**config.mk**
```make
export PLATFORM = sky130hd
export DESIGN_NAME = conv1_window_gen
export DESIGN_NICKNAME = d
export VERILOG_FILES = /design/src/rtl/conv1_window_gen.sv
export SDC_FILE = /design/constraint.sdc
export NUM_CORES = 2
export LEC_CHECK = 0
export ABC_AREA = 1
export CORE_ASPECT_RATIO = 0.75
export CORE_UTILIZATION = 60
export DETAILED_ROUTE_END_ITERATION = 6
export GPL_TIMING_DRIVEN = 0
export HOLD_SLACK_MARGIN = 0.03
export PLACE_DENSITY_LB_ADDON = 0.15
export SLEW_MARGIN = 20
export SYNTH_ARGS = -nofsm -noshare
export SYNTH_HDL_FRONTEND = slang
export SYNTH_SLANG_ARGS = --single-unit
```
**constraint.sdc**
```tcl
create_clock -name clk -period 7.37 [get_ports clk]
set_input_delay 1.1055 -clock clk [delete_from_list [all_inputs] [get_ports clk]]
set_output_delay 1.1055 -clock clk [all_outputs]
set_load 0.02 [all_outputs]
```
**src/rtl/conv1_window_gen.sv**
```systemverilog
// rtl/conv1_window_gen.sv - 3x3x3 sliding-window generator feeding conv1 from a raster pixel stream
// Two line buffers hold rows y-2 and y-1; a 3x3 register window shifts left on every accepted pixel.

module conv1_window_gen #(
  parameter int IMG_W  = 16,
  parameter int IMG_H  = 16,
  parameter int STRIDE = 1
) (
  input  logic         clk,
  input  logic         rst,
  input  logic         pix_valid,
  input  logic         pix_sof,
  input  logic [47:0]  pix_data,
  output logic         win_valid,
  output logic [431:0] win_data,
  output logic         frame_done
);

  localparam int XW = $clog2(IMG_W);
  localparam int YW = $clog2(IMG_H);
  localparam logic [XW-1:0] X_LAST = XW'(IMG_W - 1);
  localparam logic [YW-1:0] Y_LAST = YW'(IMG_H - 1);

  localparam logic [0:0] S_PRIME = 1'b0;
  localparam logic [0:0] S_EMIT  = 1'b1;

  logic [XW-1:0]  x_q, x_d, x_eff;
  logic [YW-1:0]  y_q, y_d, y_eff;
  logic [0:0]     state_q, state_d, state_eff;
  logic [47:0]    lb0_q [IMG_W];
  logic [47:0]    lb1_q [IMG_W];
  logic [47:0]    win_q [3][3];
  logic [47:0]    win_d [3][3];
  logic [431:0]   win_data_q, win_data_d;
  logic           win_valid_q, frame_done_q;
  logic           emit, fdone, row_end, frame_end, stride_ok;

  always_comb begin
    // A start-of-frame marker forces the pixel to (0,0) and drops any partial frame.
    x_eff     = pix_sof ? '0 : x_q;
    y_eff     = pix_sof ? '0 : y_q;
    state_eff = pix_sof ? S_PRIME : state_q;
    row_end   = (x_eff == X_LAST);
    frame_end = row_end && (y_eff == Y_LAST);
    stride_ok = (STRIDE == 1) || (!x_eff[0] && !y_eff[0]);

    x_d        = x_q;
    y_d        = y_q;
    state_d    = state_q;
    win_data_d = win_data_q;
    emit       = 1'b0;
    fdone      = 1'b0;
    for (int r = 0; r < 3; r++) begin
      for (int c = 0; c < 3; c++) begin
        win_d[r][c] = win_q[r][c];
      end
    end

    if (pix_valid) begin
      x_d = row_end ? '0 : x_eff + XW'(1);
      y_d = row_end ? ((y_eff == Y_LAST) ? '0 : y_eff + YW'(1)) : y_eff;

      state_d = state_eff;
      if (state_eff == S_PRIME && row_end && y_eff == YW'(1)) begin
        state_d = S_EMIT;
      end else if (state_eff == S_EMIT && frame_end) begin
        state_d = S_PRIME;
      end

      for (int r = 0; r < 3; r++) begin
        win_d[r][0] = win_q[r][1];
        win_d[r][1] = win_q[r][2];
      end
      win_d[0][2] = lb0_q[x_eff];
      win_d[1][2] = lb1_q[x_eff];
      win_d[2][2] = pix_data;

      emit  = (state_eff == S_EMIT) && (x_eff >= XW'(2)) && stride_ok;
      fdone = frame_end;

      if (emit) begin
        for (int n = 0; n < 3; n++) begin
          for (int r = 0; r < 3; r++) begin
            for (int c = 0; c < 3; c++) begin
              win_data_d[144*n + 16*(3*r + c) +: 16] = win_d[r][c][16*n +: 16];
            end
          end
        end
      end
    end
  end

  always_ff @(posedge clk) begin
    if (rst) begin
      x_q          <= '0;
      y_q          <= '0;
      state_q      <= S_PRIME;
      win_valid_q  <= 1'b0;
      frame_done_q <= 1'b0;
      win_data_q   <= '0;
      for (int r = 0; r < 3; r++) begin
        for (int c = 0; c < 3; c++) begin
          win_q[r][c] <= '0;
        end
      end
    end else begin
      x_q          <= x_d;
      y_q          <= y_d;
      state_q      <= state_d;
      win_valid_q  <= emit;
      frame_done_q <= fdone;
      win_data_q   <= win_data_d;
      for (int r = 0; r < 3; r++) begin
        for (int c = 0; c < 3; c++) begin
          win_q[r][c] <= win_d[r][c];
        end
      end
    end
  end

  // Line buffers are never reset: the two PRIME rows rewrite every entry before EMIT reads them.
  always_ff @(posedge clk) begin
    if (pix_valid && !rst) begin
      lb0_q[x_eff] <= lb1_q[x_eff];
      lb1_q[x_eff] <= pix_data;
    end
  end

  assign win_valid  = win_valid_q;
  assign win_data   = win_data_q;
  assign frame_done = frame_done_q;

endmodule

```
# [Word-level counts from Yosys, hierarchy flattened]
# Memories as Yosys holds them, arrays and structs flattened.
# Index checks and enable logic that the tools add are counted.
[totals] regBits=443 mem_bits_rw=1968 in_bits=52 mem_count=3
[mem_list] name="lb0_q" words=16 width=48 read_ports=1 rd_ports_with_merged_regs=0 write_ports=1 line="30" rtl="logic [47:0] lb0_q [IMG_W];"
[mem_list] name="lb1_q" words=16 width=48 read_ports=1 rd_ports_with_merged_regs=0 write_ports=1 line="31" rtl="logic [47:0] lb1_q [IMG_W];"
[mem_list] name="win_q" words=3 width=144 read_ports=3 rd_ports_with_merged_regs=0 write_ports=3 line="32" rtl="logic [47:0] win_q [3][3];"
[op_classes] n_addsub=2 order_cmp=1 n_eq_ne=3 mux=23 bitwise_logic=11 n_reduce_logical=9
[ops] cell="432-bit 2-to-1 mux" count=1
[ops] cell="48-bit 2-to-1 mux" count=9
[ops] cell="4-bit 2-to-1 mux" count=5
[ops] cell="1-bit OR" count=9
[ops] cell="4-bit by 1-bit adder with 4-bit output (second input constant)" count=2
[ops] cell="4-bit equality test (second input constant)" count=2
[ops] cell="1-bit 2-to-1 mux" count=8
[ops] cell="1-bit logical AND" count=6
[ops] cell="4-bit by 1-bit equality test with 1-bit output (second input constant)" count=1
[ops] cell="4-bit by 2-bit >= comparator with 1-bit output (second input constant)" count=1
[ops] cell="1-bit NOT" count=2
[ops] cell="2-bit AND reduction" count=1
[ops] cell="2-bit OR reduction" count=1
[ops] cell="1-bit logical NOT" count=1

# [Logic depth before layout (Yosys ltp)]
[depth] word_depth=6 ltp_mapped=14 depth_no_buf=12

# [Worst setup path after synthesis]
# OpenSTA, ideal clock, no wires.
[synth_path] path_kind="input to register" startpoint="in pix_sof" endpoint="mem lb0_q[4][0], enable pin" arrival_ns=6.203 required_ns=6.818 slack_ns=0.615 path_stages=7 path_buffers=2 cell_sequence="inv_2 -> nand2_1 -> nor2_1 -> buf_2 -> buf_1 -> nand2_1 -> nor2_1"
[synth_between] elab_chain_cells=1
[synth_rtl] item="start, declared" line="12" rtl="input logic pix_sof,"
[synth_rtl] item="4-bit 2-to-1 mux" line="40" rtl="x_eff = pix_sof ? '0 : x_q;"
[synth_rtl] item="end, declared" line="30"
# No other way between the ends.

# [Final worst setup path]
[layout_path] startpoint="in pix_sof" endpoint="mem lb1_q[13][13], enable pin"
[layout_between] elab_chain_cells=1
[layout_rtl] item="4-bit 2-to-1 mux" line="40"
[layout_rtl] item="end, declared" line="31"
# No other way between the ends.

==> reports/qor.txt <==
Run status -> complete, but fails checks
Failing checks -> design-rule violations
Tmin final -> 5745 ps
IO buf count -> 484
Final setup fails -> 0
Crit Path Class -> primary input to register
Crit-path max FO -> 19
CTS tree -> done
Die area -> 151000 um2
Area delta synth->final -> 18.27%
Mean Syn Cell Area -> 9.571 um2
Share of layout cells above drive strength 1 -> 5.619%
WL/cell -> 25.72 um
Mapped Area -> 89650 um2
Yosys warning total -> 0
Die Y -> 336.8 um
TritonRoute pass-1 iters -> 7
Worst R2R Start -> x_q[0]$_SDFFE_PP0P_
RSZ-0062 raised after global routing -> false
Initial core utilization -> 60.61%
Top delay family on crit path -> buffers and inverters
I/O Pins -> 486
Max Cap Viol -> 0
Sequential element share of the synthesized area -> 67.77%
Die width -> 448.3 um
Clock Sink Count -> 2267
Slew headroom -> 8.907%
Mapped Cells -> 9367
H-tree depth -> 4
Critical Path RT -> 7910 ps
Syn nets -> 9422
Max-slew violation count -> 0
CP endpoint kind -> register
GPL Wtd Cong -> 0.9723
Worst Hold Class -> register to register
Post-CTS Hold Buffers -> 0
First-pass GRT wire length -> 448400 um
Fmax -> 174.1 MHz
DRT antenna net count -> 0
CTS resizes -> 0
Worst path bufs/invs -> 7
Final Cell Area -> 106000 um2
Final nets -> 10220
Finished Layout Cells -> 12340
Final worst-path cycle share -> 77.95%
Core area -> 147900 um2
Hold Vio Cnt, Final -> 0
Cell variety after synth -> 25
Root buffer cell -> clkbuf_16
Worst path arrival time -> 6290 ps
Overflow after GRT -> 0
Dpl hpwl -> 224900 um
CP max stage delay -> 920 ps
Yosys reg bits -> 2267
CP Launch Point -> pix_sof
Iter 0 DRT Violations -> 11380
Clk buf depth -> 3
Vias in the first global route -> 67620
Layout Skew -> 29.81 ps
Util after Layout -> 71.68%
Total GRT Usage -> 41.50%
Fin worst setup slack -> 1625 ps
TritonCTS Buffers -> 206
Largest net degree at the start of global routing -> 54
Leakage -> 44.85 nW
CP Cell Sequence -> clkdlybuf4s50_1, inv_2, nand2_1, nor2_1, buf_2, buf_2, nand2_1, nor2_4, buf_12, buf_16, buf_12
Vias/cell -> 5.889
DRC -> 6
Slew @ Worst Pin -> 1361 ps
Maximum VDD drop -> 0.0002607 V
Antenna violations before repair -> 23
P per Cell Area -> 248.6 nW/um2
Critical path startpoint category -> primary input
Worst skew pair latency -> 870 ps
Slowest-stage cell, CP -> nor2_1
Area post-placement -> 99500 um2
Worst hold start -> win_q[0][237]$_SDFFE_PP0P_
DRT Wirelength -> 317300 um
Pre-CTS WS -> 977.9 ps
Clk pin slew, worst setup/hold paths -> 60 ps
Vias -> 72650
Dpl cells -> 11940
FP Rows -> 122
Post-CTS Setup Repair Bufs -> 0
[state kept, by name (all words and copies together), names as in the netlist]
register    cells
y_q             4
frame_done      1
lb0_q         768
win_data      432
state_q         1
win_valid       1
x_q             4
win_q         288
lb1_q         768
[cells in the final DEF, fill, tap and decap left out, types with 2 or more instances in the layout]
| cell | synthesis | layout |
|---|---|---|
| inv_6 | 0 | 4 |
| buf_16 | 0 | 46 |
| o21ai_0 | 722 | 722 |
| dfxtp_1 | 731 | 731 |
| a21oi_1 | 199 | 199 |
| diode_2 | 0 | 13 |
| o21ai_1 | 2 | 2 |
| nor2_1 | 1177 | 1132 |
| clkbuf_2 | 0 | 13 |
| clkinv_1 | 2 | 45 |
| nand2_1 | 2993 | 2993 |
| clkbuf_16 | 0 | 215 |
| nor2_4 | 1 | 16 |
| nor2_2 | 1 | 31 |
| buf_1 | 45 | 44 |
| buf_12 | 0 | 41 |
| clkinvlp_4 | 0 | 2 |
| nand3_1 | 685 | 685 |
| bufinv_16 | 0 | 6 |
| inv_2 | 4 | 4 |
| clkbuf_8 | 0 | 20 |
| buf_2 | 124 | 125 |
| buf_6 | 0 | 2 |
| clkinv_4 | 0 | 2 |
| clkdlybuf4s50_1 | 0 | 483 |
| edfxtp_1 | 1536 | 1536 |
| clkinv_2 | 0 | 34 |
| buf_8 | 0 | 16 |
| clkbuf_1 | 397 | 441 |
| ha_1 | 3 | 3 |
| inv_1 | 737 | 736 |
[report_power, final]
| part | switching [mW] | leakage, nW | internal, mW |
|---|---|---|---|
| Clock | 4.79 | 3.18 | 5.73 |
| Sequential | 0.118 | 19.8 | 13.8 |
| Combinational | 1.50 | 21.9 | 0.402 |
| Total | 6.41 | 44.9 | 20.0 |
[routing by layer]
metal	global-route usage, %	share of wire, %
met5	0	0.027
met4	28.01	7.8
met3	12.29	14
met2	60.70	43
met1	53.66	35
[cell usage after synthesis]
cell | number | area share [%]
nand2_1 | 2993 | 13
edfxtp_1 | 1536 | 51
nor2_1 | 1177 | 4.9
inv_1 | 737 | 3.1
dfxtp_1 | 731 | 16
o21ai_0 | 722 | 4.0
nand3_1 | 685 | 3.8
clkbuf_1 | 397 | 1.7
a21oi_1 | 199 | 1.1
buf_2 | 124 | 0.69
buf_1 | 45 | 0.19
inv_2 | 4 | 0.017
ha_1 | 3 | 0.042
clkinv_1 | 2 | 0.0084
o21ai_1 | 2 | 0.011
a311oi_1 | 1 | 0.0098
buf_4 | 1 | 0.0084
nand3b_1 | 1 | 0.0084
nand4_1 | 1 | 0.0070
nor2_2 | 1 | 0.0070
nor2_4 | 1 | 0.013
nor3_1 | 1 | 0.0056
nor3_4 | 1 | 0.018
o221ai_1 | 1 | 0.0098
o22ai_1 | 1 | 0.0070
[path summary, 6_finish.rpt]
check	endpoint	slack, ps	cells past startpoint
setup reg to reg	lb0_q[14][47]$_DFFE_PP_	2420	13
hold / removal	win_data[349]$_SDFFE_PP0P_	480	2
hold reg to reg	win_data[349]$_SDFFE_PP0P_	480	2
setup / recovery	lb1_q[13][13]$_DFFE_PP_	1620	11
[area by class of cell]
type                    instances  area (um2)
flip-flops and latches       2267       60760
diodes                         13       32.53
multi-input cells            5790       24000
repair buffers                589        7189
plain buffers                 567        2303
inverters                     743        2796
clock buffers                 291        5866
fillers                     10470       41890
well taps                    1984        2482
clock inverters                92       595.6
[worst register-to-register path, delay by kind of cell (launching register included)]
kind	cells	cell delay [ps]
flip-flops	1	300
buffers and inverters	6	2510
AND/OR/NAND/NOR	7	1680
[through the flow]
| step | total power, mW | TNS [ps] | hold WS (ps) |
|---|---|---|---|
| after floorplan | 15.05 | 0 | 449.5 |
| after global placement | 15.91 | -9017430 | 466.6 |
| after detailed placement | 16.01 | 0 | 466.6 |
| after CTS | 26.18 | 0 | 485.4 |
| after global routing | 26.84 | 0 | 511.3 |
| final | 26.36 | 0 | 482.5 |
[logic make-up (layout without fill, tap and decap cells)]
group	count (synthesis)	count (layout)	share of synthesized area (%)
and+or+nand+nor	4861	4861	21.34
DFF	2267	2267	67.77
buffers and inverters	1310	2282	5.662
AOI/OAI and AO/OA	926	926	5.179
adders and majority gates	3	3	0.04187
other	0	13	0
No activity file was read; power rests on OpenSTA's default activity.
